[src/rtl/axi4_lite_pkg.sv]
// Shared AXI4-Lite definitions: response codes and the master's FSM state encodings.
package axi4_lite_pkg;

    typedef enum logic [1:0] {
        OKAY   = 2'd0,
        EXOKAY = 2'd1,
        SLVERR = 2'd2,
        DECERR = 2'd3
    } resp_e;

    typedef enum logic [1:0] {
        W_IDLE      = 2'd0,
        W_ADDR_DATA = 2'd1,
        W_RESP      = 2'd2
    } wstate_e;

    typedef enum logic [1:0] {
        R_IDLE = 2'd0,
        R_ADDR = 2'd1,
        R_DATA = 2'd2
    } rstate_e;

endpackage

[src/rtl/axi4_lite_master.sv]
// Single-beat AXI4-Lite initiator: one-cycle local read/write requests become AXI4-Lite
// transactions; independent read and write engines.
module axi4_lite_master
    import axi4_lite_pkg::*;
#(
    parameter int unsigned AW = 32
) (
    input  logic          clk,
    input  logic          resetn,
    input  logic [AW-1:0] AMCI_WADDR,
    input  logic [31:0]   AMCI_WDATA,
    input  logic          AMCI_WRITE,
    output logic [1:0]    AMCI_WRESP,
    output logic          AMCI_WIDLE,
    input  logic [AW-1:0] AMCI_RADDR,
    input  logic          AMCI_READ,
    output logic [31:0]   AMCI_RDATA,
    output logic [1:0]    AMCI_RRESP,
    output logic          AMCI_RIDLE,
    output logic [AW-1:0] M_AXI_AWADDR,
    output logic          M_AXI_AWVALID,
    input  logic          M_AXI_AWREADY,
    output logic [2:0]    M_AXI_AWPROT,
    output logic [31:0]   M_AXI_WDATA,
    output logic [3:0]    M_AXI_WSTRB,
    output logic          M_AXI_WVALID,
    input  logic          M_AXI_WREADY,
    input  logic [1:0]    M_AXI_BRESP,
    input  logic          M_AXI_BVALID,
    output logic          M_AXI_BREADY,
    output logic [AW-1:0] M_AXI_ARADDR,
    output logic          M_AXI_ARVALID,
    input  logic          M_AXI_ARREADY,
    output logic [2:0]    M_AXI_ARPROT,
    input  logic [31:0]   M_AXI_RDATA,
    input  logic [1:0]    M_AXI_RRESP,
    input  logic          M_AXI_RVALID,
    output logic          M_AXI_RREADY
);

    wstate_e       r_wstate, w_wstate_next;
    logic [AW-1:0] r_awaddr, w_awaddr_next;
    logic [31:0]   r_wdata, w_wdata_next;
    logic          r_awvalid, w_awvalid_next;
    logic          r_wvalid, w_wvalid_next;
    logic          r_bready, w_bready_next;
    logic [1:0]    r_wresp, w_wresp_next;
    logic          w_aw_done, w_w_done;

    always_comb begin
        w_wstate_next  = r_wstate;
        w_awaddr_next  = r_awaddr;
        w_wdata_next   = r_wdata;
        w_awvalid_next = r_awvalid;
        w_wvalid_next  = r_wvalid;
        w_bready_next  = r_bready;
        w_wresp_next   = r_wresp;
        // A channel counts as done once its VALID has dropped or is being accepted now.
        w_aw_done      = !r_awvalid || M_AXI_AWREADY;
        w_w_done       = !r_wvalid || M_AXI_WREADY;
        case (r_wstate)
            W_IDLE: begin
                if (AMCI_WRITE) begin
                    w_awaddr_next  = AMCI_WADDR;
                    w_wdata_next   = AMCI_WDATA;
                    w_awvalid_next = 1'b1;
                    w_wvalid_next  = 1'b1;
                    w_wstate_next  = W_ADDR_DATA;
                end
            end
            W_ADDR_DATA: begin
                if (M_AXI_AWREADY) w_awvalid_next = 1'b0;
                if (M_AXI_WREADY)  w_wvalid_next  = 1'b0;
                if (w_aw_done && w_w_done) begin
                    w_bready_next = 1'b1;
                    w_wstate_next = W_RESP;
                end
            end
            W_RESP: begin
                if (M_AXI_BVALID) begin
                    w_wresp_next  = M_AXI_BRESP;
                    w_bready_next = 1'b0;
                    w_wstate_next = W_IDLE;
                end
            end
            default: w_wstate_next = W_IDLE;
        endcase
    end

    always_ff @(posedge clk) begin
        if (!resetn) begin
            r_wstate  <= W_IDLE;
            r_awaddr  <= '0;
            r_wdata   <= '0;
            r_awvalid <= 1'b0;
            r_wvalid  <= 1'b0;
            r_bready  <= 1'b0;
            r_wresp   <= OKAY;
        end else begin
            r_wstate  <= w_wstate_next;
            r_awaddr  <= w_awaddr_next;
            r_wdata   <= w_wdata_next;
            r_awvalid <= w_awvalid_next;
            r_wvalid  <= w_wvalid_next;
            r_bready  <= w_bready_next;
            r_wresp   <= w_wresp_next;
        end
    end

    rstate_e       r_rstate, w_rstate_next;
    logic [AW-1:0] r_araddr, w_araddr_next;
    logic          r_arvalid, w_arvalid_next;
    logic          r_rready, w_rready_next;
    logic [31:0]   r_rdata, w_rdata_next;
    logic [1:0]    r_rresp, w_rresp_next;

    always_comb begin
        w_rstate_next  = r_rstate;
        w_araddr_next  = r_araddr;
        w_arvalid_next = r_arvalid;
        w_rready_next  = r_rready;
        w_rdata_next   = r_rdata;
        w_rresp_next   = r_rresp;
        case (r_rstate)
            R_IDLE: begin
                if (AMCI_READ) begin
                    w_araddr_next  = AMCI_RADDR;
                    w_arvalid_next = 1'b1;
                    w_rstate_next  = R_ADDR;
                end
            end
            R_ADDR: begin
                if (M_AXI_ARREADY) begin
                    w_arvalid_next = 1'b0;
                    w_rready_next  = 1'b1;
                    w_rstate_next  = R_DATA;
                end
            end
            R_DATA: begin
                if (M_AXI_RVALID) begin
                    w_rdata_next  = M_AXI_RDATA;
                    w_rresp_next  = M_AXI_RRESP;
                    w_rready_next = 1'b0;
                    w_rstate_next = R_IDLE;
                end
            end
            default: w_rstate_next = R_IDLE;
        endcase
    end

    always_ff @(posedge clk) begin
        if (!resetn) begin
            r_rstate  <= R_IDLE;
            r_araddr  <= '0;
            r_arvalid <= 1'b0;
            r_rready  <= 1'b0;
            r_rdata   <= '0;
            r_rresp   <= OKAY;
        end else begin
            r_rstate  <= w_rstate_next;
            r_araddr  <= w_araddr_next;
            r_arvalid <= w_arvalid_next;
            r_rready  <= w_rready_next;
            r_rdata   <= w_rdata_next;
            r_rresp   <= w_rresp_next;
        end
    end

    assign AMCI_WRESP    = r_wresp;
    assign AMCI_WIDLE    = (r_wstate == W_IDLE) && !AMCI_WRITE;
    assign AMCI_RDATA    = r_rdata;
    assign AMCI_RRESP    = r_rresp;
    assign AMCI_RIDLE    = (r_rstate == R_IDLE) && !AMCI_READ;
    assign M_AXI_AWADDR  = r_awaddr;
    assign M_AXI_AWVALID = r_awvalid;
    assign M_AXI_AWPROT  = 3'b000;
    assign M_AXI_WDATA   = r_wdata;
    assign M_AXI_WSTRB   = 4'hF;
    assign M_AXI_WVALID  = r_wvalid;
    assign M_AXI_BREADY  = r_bready;
    assign M_AXI_ARADDR  = r_araddr;
    assign M_AXI_ARVALID = r_arvalid;
    assign M_AXI_ARPROT  = 3'b000;
    assign M_AXI_RREADY  = r_rready;

endmodule

[config.mk]
export PLATFORM = sky130hd
export DESIGN_NAME = axi4_lite_master
export DESIGN_NICKNAME = d
export VERILOG_FILES = /design/src/rtl/axi4_lite_pkg.sv /design/src/rtl/axi4_lite_master.sv
export SDC_FILE = /design/constraint.sdc
export NUM_CORES = 1
export LEC_CHECK = 0
export BUFFER_PORTS_ARGS = -buffer_cell sky130_fd_sc_hd__buf_2
export CELL_PAD_IN_SITES_DETAIL_PLACEMENT = 1
export CELL_PAD_IN_SITES_GLOBAL_PLACEMENT = 1
export CORE_ASPECT_RATIO = 2
export CORE_MARGIN = 2
export CORE_UTILIZATION = 33
export CTS_CLUSTER_DIAMETER = 40
export DETAILED_ROUTE_END_ITERATION = 12
export PLACE_DENSITY = 0.9
export SETUP_SLACK_MARGIN = 0.5
export SYNTH_ARGS = -nofsm -noshare
export SYNTH_HDL_FRONTEND = slang
export SYNTH_SLANG_ARGS = --single-unit
[constraint.sdc]
create_clock -name clk -period 3.1 [get_ports clk]
set_input_delay 0.465 -clock clk [delete_from_list [all_inputs] [get_ports clk]]
set_output_delay 0.465 -clock clk [all_outputs]
set_load 0.01 [all_outputs]
==> metrics.md, run 1 <==
| Metric | Value |
|---|---|
| Status | `finished clean` |
| Global-route wire length before repair | `27080 µm` |
| Flop pwr share | `0.408` |
| DRC errors left | `0` |
| Core ar. | `15780 µm²` |
| Row count | `65` |
| Initial Utilization | `0.3370` |
| Tmin final | `1847 ps` |
| Critical Path Fanout Max | `68` |
| Start of the worst register-to-register path | `r_rstate[0]` |
| Hpwl dp | `12540 µm` |
| Pre-CTS WS | `1201 ps` |
| Worst-margin pin slew | `1018 ps` |
| Clock power share | `0.482` |
| Crit path capture type | `register` |
| CTS sink count | `141` |
| Final wirelength | `17840 µm` |
| Top post-synthesis cells by area | `dfxtp_1 53%, nand3_1 13%, o21ai_0 12%` |
| Switching Fraction | `0.2380` |
| Pin count of the biggest net entering global routing | `93` |
| Gr usage total | `0.2026` |
| Clk slew on worst S/H paths | `60 ps` |
| Die X | `93.75 µm` |
| Type of origin of the critical path | `register` |
| Total grt overflow | `0` |
| Die Area | `17200 µm²` |
| Via Count | `5430` |
| Fin crit share | `0.5957` |
| Slew Limit Headroom | `0.3216` |
| Instance count of the mapped netlist | `650` |
| R2r worst-path depth | `2` |
| Pins over their slew limit | `0` |
| Final worst slack | `1253 ps` |
| Buf/Inv on CP | `0` |
| R2R Path End | `AMCI_RDATA[4]` |
| Max-Cap Viols | `0` |
| CP delay by family, top | `simple AND/OR/NAND/NOR gates` |
| CP required | `3340 ps` |
| CTS max path bufs | `2` |
| Cell taking the most area after synthesis | `dfxtp_1` |
| Io pins | `290` |
| Total CTS buffers | `17` |
| Initial DRC count | `128` |
| R2R setup slack | `1250 ps` |
| Crit-path slowest cell | `and3b_2` |
| Worst hold start | `M_AXI_WREADY` |
| Leading cell type in the layout, fill and taps excluded | `buf_2` |
| Setup Buffers After CTS | `0` |
| Avg Cell Area, Syn | `8.179 µm²` |
| Net Sw Power | `1160 µW` |
| CP startpoint | `r_rstate[0]` |
| Post-Synthesis Cell Area | `5316 µm²` |
| First-pass DRT Iterations | `4` |
| Setup violators final | `0` |
| Root buf cell | `clkbuf_16` |
| Max Clock Skew | `6.601 ps` |
| Fmax | `541.5 MHz` |
| Comb power frac | `0.110` |
| Post-Route Setup TNS | `0 ps` |
| Crit Path Class | `reg -> reg` |
| DIE HEIGHT | `183.5 µm` |
| Worst path cell trace | `and3b_2, o21ai_0` |
| H-tree depth | `4` |
| Power Density | `662.2 nW/µm²` |
| Worst hold stages | `2` |
| Largest stage delay on the critical path | `960 ps` |
| Syn-to-layout area delta | `38.43%` |
| Resized cells post-CTS | `0` |
| Sequential-to-total area share from yosys stat | `0.5309` |
| Crit path arrival time | `2090 ps` |
| Synth top area share | `0.5309` |
| NumNets Final | `1035` |
| Via/cell ratio | `4.892` |
| Worst skew pair latency | `420 ps` |
| Post-synthesis cell type count | `32` |
| Flops & latches, synth | `141` |
| Antenna Nets Post-Route | `0` |
| Yosys warns | `0` |
| RSZ-0062 raised after global routing | `no` |
| Layout Utilization | `0.4665` |
| Hold Crit Class | `in -> reg` |
| CTS tree | `yes` |
| Final hold vios | `0` |
| Initial antenna violation count | `2` |
| Worst vdd ir | `0.0003712 V` |
| Port Buffer Count | `279` |
| Fraction of layout cells with a size suffix above 1 | `0.3506` |
| Gpl congestion | `0.8051` |
| Vias in the first global route | `5419` |
| Most frequent cells in the layout | `278 x buf_2, 141 x dfxtp_1, 135 x nand2_1, 133 x nand3_1, 123 x o21ai_0` |
| Wire length per cell | `16.07 µm` |
| Worst Hold Path EP | `M_AXI_WVALID` |
| P_int | `3714 µW` |
| Leakage | `0.003359 µW` |
| Post-CTS Hold Fix Bufs | `0` |
## logic make-up after synthesis
| family | share of synthesized area |
|---|---|
| AOI/OAI and AO/OA | 0.1422 |
| buffers and inverters | 0.08355 |
| DFF | 0.5309 |
| muxes | 0.001883 |
| other | 0.001413 |
| and+or+nand+nor | 0.2401 |
## worst max path at each step
stage | end | slack, ps | cells past startpoint
final | AMCI_RDATA[4] | 1250 | 2
after global routing | AMCI_RDATA[4] | 1080 | 2
after CTS | AMCI_RDATA[4] | 1250 | 2
after detailed placement | AMCI_RDATA[25] | 1200 | 3
after global placement | AMCI_RDATA[2] | 1330 | 3
after floorplan | M_AXI_ARADDR[24] | 1780 | 5
## power groups by stage
stage	logic [µW]	clock network, µW	registers [µW]
after detailed placement	540	0	2030
after floorplan	256	0	2070
after global placement	520	0	2020
final	537	2350	1990
after global routing	598	2490	2000
after CTS	546	2400	1990
## worst register-to-register path, cell delays in order (launching register included)
cell,delay (ps)
dfxtp_1,410
and3b_2,960
o21ai_0,300
## Yosys cell counts, drive strengths merged
cell type	instances
inv	8
mux2i	1
nand2b	1
nand3b	1
a22o	1
nand2	135
o32ai	1
a2111oi	1
o22ai	1
a311o	1
a21oi	2
a211oi	2
buf	43
and3b	1
nor2	3
and3	1
nor2b	2
nor3	4
clkbuf	26
nor3b	2
conb	2
o21a	1
dfxtp	141
o21ai	136
nand3	133
## metal layers
layer  global-route usage  vias to the layer above  share of wire
met1               0.2009                     2528           0.35
li1                     -                     2674              -
met5                    0                        -              0
met4               0.1043                        0          0.033
met3              0.04510                       32          0.054
met2               0.3814                      196           0.56
## area by class of cell
cell class,count,area [µm²]
diodes,2,5.005
clock inverters,9,205.2
well taps,201,251.5
fillers,2042,8418
repair buffers,286,1480
multi-input cells,440,2087
flip-flops and latches,141,2823
clock buffers,23,478.0
inverters,8,30.03
## sequential cells by signal, indices dropped and copies added (netlist names)
signal	cells
M_AXI_RREADY	1
M_AXI_AWADDR	32
AMCI_RDATA	32
M_AXI_ARVALID	1
M_AXI_WDATA	32
r_rstate	2
AMCI_WRESP	2
M_AXI_ARADDR	32
M_AXI_WVALID	1
r_wstate	2
M_AXI_AWVALID	1
AMCI_RRESP	2
M_AXI_BREADY	1
## metrics by stage
| step | power, µW | area, µm² | cells | hold WS [ps] |
|---|---|---|---|---|
| detailed placement | 2567 | 6671 | 1076 | 439.1 |
| global placement | 2540 | 6671 | 1076 | 431.8 |
| CTS | 4936 | 7355 | 1108 | 228.0 |
| global route | 5088 | 7360 | 1110 | 228.6 |
| floorplan | 2326 | 5346 | 658 | 472.6 |
| finish | 4873 | 7360 | 1110 | 249.0 |
Note: power is estimated with default switching activity, not from simulation.
==> inputs of run 2 (changes only) <==
Settings changed: CORE_UTILIZATION 33 to 28, PLACE_DENSITY 0.9 to 0.81.
Clock period 3.1 ns to 1.5 ns, I/O delays scaled along.
==> metrics.md, run 2 (synthesized netlist as in run 1, its figures left out) <==
| Metric | Value |
|---|---|
| Via Count | `6292` |
| DRC errors left | `0` |
| Core ar. | `18740 µm²` |
| Initial Utilization | `0.2836` |
| Leading cell type in the layout, fill and taps excluded | `buf_6` |
| Hold_ws | `32.84 ps` |
| Crit path arrival time | `1710 ps` |
| Io pins | `290` |
| CP required | `1840 ps` |
| Hold Crit Class | `in -> reg` |
| Dpl cells | `1144` |
| Crit path capture type | `register` |
| Post-Route Setup TNS | `0 ps` |
| RSZ-0062 raised after global routing | `yes` |
| Total CTS buffers | `17` |
| Hpwl dp | `13280 µm` |
| Power Density | `1025 nW/µm²` |
| NumNets Final | `1137` |
| # fillers | `1933` |
| Global-route wire length before repair | `36450 µm` |
| Wire length per cell | `21.73 µm` |
| Total grt overflow | `0` |
| Die X | `101.4 µm` |
| Initial antenna violation count | `3` |
| Gpl congestion | `0.8086` |
| Crit Path Class | `reg -> reg` |
| Max Clock Skew | `5.490 ps` |
| Final hold vios | `0` |
| Die Area | `20170 µm²` |
| Tmin final | `1367 ps` |
| Clk slew on worst S/H paths | `60 ps` |
| Via/cell ratio | `4.970` |
| Type of origin of the critical path | `register` |
| FF+latch area | `3012 µm²` |
| H-tree depth | `4` |
| Crit-path slowest cell | `dfxtp_4` |
| Pin count of the biggest net entering global routing | `55` |
| Worst path cell trace | `buf_6, nor3b_4, buf_6, buf_12, clkbuf_16, nand3_2, o21ai_1` |
| Status | `finished clean` |
| Max-Cap Viols | `0` |
| Start of the worst register-to-register path | `r_rstate[0]` |
| Pins over their slew limit | `0` |
| Gr usage total | `0.2394` |
| Largest stage delay on the critical path | `360 ps` |
| CTS tree | `yes` |
| Syn-to-layout area delta | `108.5%` |
| Fraction of layout cells with a size suffix above 1 | `0.7321` |
| Setup violators final | `0` |
| Fin crit share | `0.9113` |
| Crit path to | `M_AXI_ARADDR[29]` |
| Initial DRC count | `135` |
| CTS max path bufs | `2` |
| Worst skew pair latency | `420 ps` |
| Port Buffer Count | `279` |
| Row count | `71` |
| Post-Layout Cell Count | `1266` |
| CTS sink count | `141` |
| Cell mode on critical path | `buf_6` |
| Critical Path Fanout Max | `8` |
| R2R setup slack | `130 ps` |
| Final wirelength | `27500 µm` |
| Antenna Nets Post-Route | `0` |
| R2R Path End | `M_AXI_ARADDR[29]` |
| Root buf cell | `clkbuf_16` |
| First-pass DRT Iterations | `4` |
| DIE HEIGHT | `198.9 µm` |
| R2r worst-path depth | `7` |
| Most frequent cells in the layout | `148 x buf_6, 141 x buf_2, 136 x dfxtp_2, 135 x nand2_1, 90 x nand3_2` |
| Area of the multi-input gates | `3139 µm²` |
| Vias in the first global route | `6665` |
| CP startpoint | `r_rstate[0]` |
| Fmax | `731.6 MHz` |
| Worst vdd ir | `0.0006680 V` |
| Leakage | `0.004531 µW` |
## run 2: critical path, delay by kind of cell, from the launching register on
kind,cells,cell delay (ps)
AO/OA/AOI/OAI,1,90
flip-flops,1,360
AND/OR/NAND/NOR,2,240
buffers and inverters,4,600
## run 2: stage by stage
stage	util	area [µm²]	setup WS (ps)	total power, µW
2_1_floorplan	-	5836	307.5	4953
3_3_place_gp	0.3922	7351	246.9	5478
3_5_place_dp	0.3922	7351	175.8	5522
4_1_cts	0.5445	10210	170.4	10970
5_1_grt	0.5915	11090	56.59	11730
6_report	0.5915	11090	133.0	11360
## run 2: area by class of cell
| cell class | count | area share |
|---|---|---|
| Timing Repair Buffer | 388 | 0.3559 |
| Tap cell | 255 | 0.02878 |
| Multi-Input combinational cell | 440 | 0.2832 |
| Antenna cell | 3 | 0.0006771 |
| Inverter | 8 | 0.002708 |
| Clock inverter | 10 | 0.01467 |
| Clock buffer | 21 | 0.04243 |
| Sequential cell | 141 | 0.2716 |
## run 2: worst min path at each step
stage                               start  cells past startpoint               end  slack, ps
after floorplan             M_AXI_AWREADY                      1     M_AXI_AWVALID        320
after global placement       M_AXI_WREADY                      2      M_AXI_WVALID        430
after detailed placement     M_AXI_WREADY                      2      M_AXI_WVALID        440
after CTS                 M_AXI_RDATA[10]                      3    AMCI_RDATA[10]         20
after global routing       AMCI_RADDR[19]                      3  M_AXI_ARADDR[19]         40
final                      AMCI_RADDR[19]                      3  M_AXI_ARADDR[19]         30
## run 2: what timing repair did
item | CTS | global route
endpoints found under the hold margin | 2 | 0
setup buffers | 35 | 27
cloned | 19 | 5
pin swaps | 38 | 26
setup endpoints to repair | 271 | 279
resized for setup | 385 | 128
hold buffers | 2 | 0
## run 2: power breakdown
group,switching [µW],internal (µW)
registers,197,4020
clock network,1730,2910
logic,1170,1330
## run 2: per-layer routing
metal / routed length [µm] / track usage / share of wire / vias up
met3: 1259 / 0.04568 / 0.046 / 89
met5: 0 / 0 / 0 / -
met2: 16240 / 0.4655 / 0.59 / 278
met4: 1312 / 0.1431 / 0.048 / 0
li1: - / - / - / 2902
met1: 8693 / 0.2200 / 0.32 / 3023
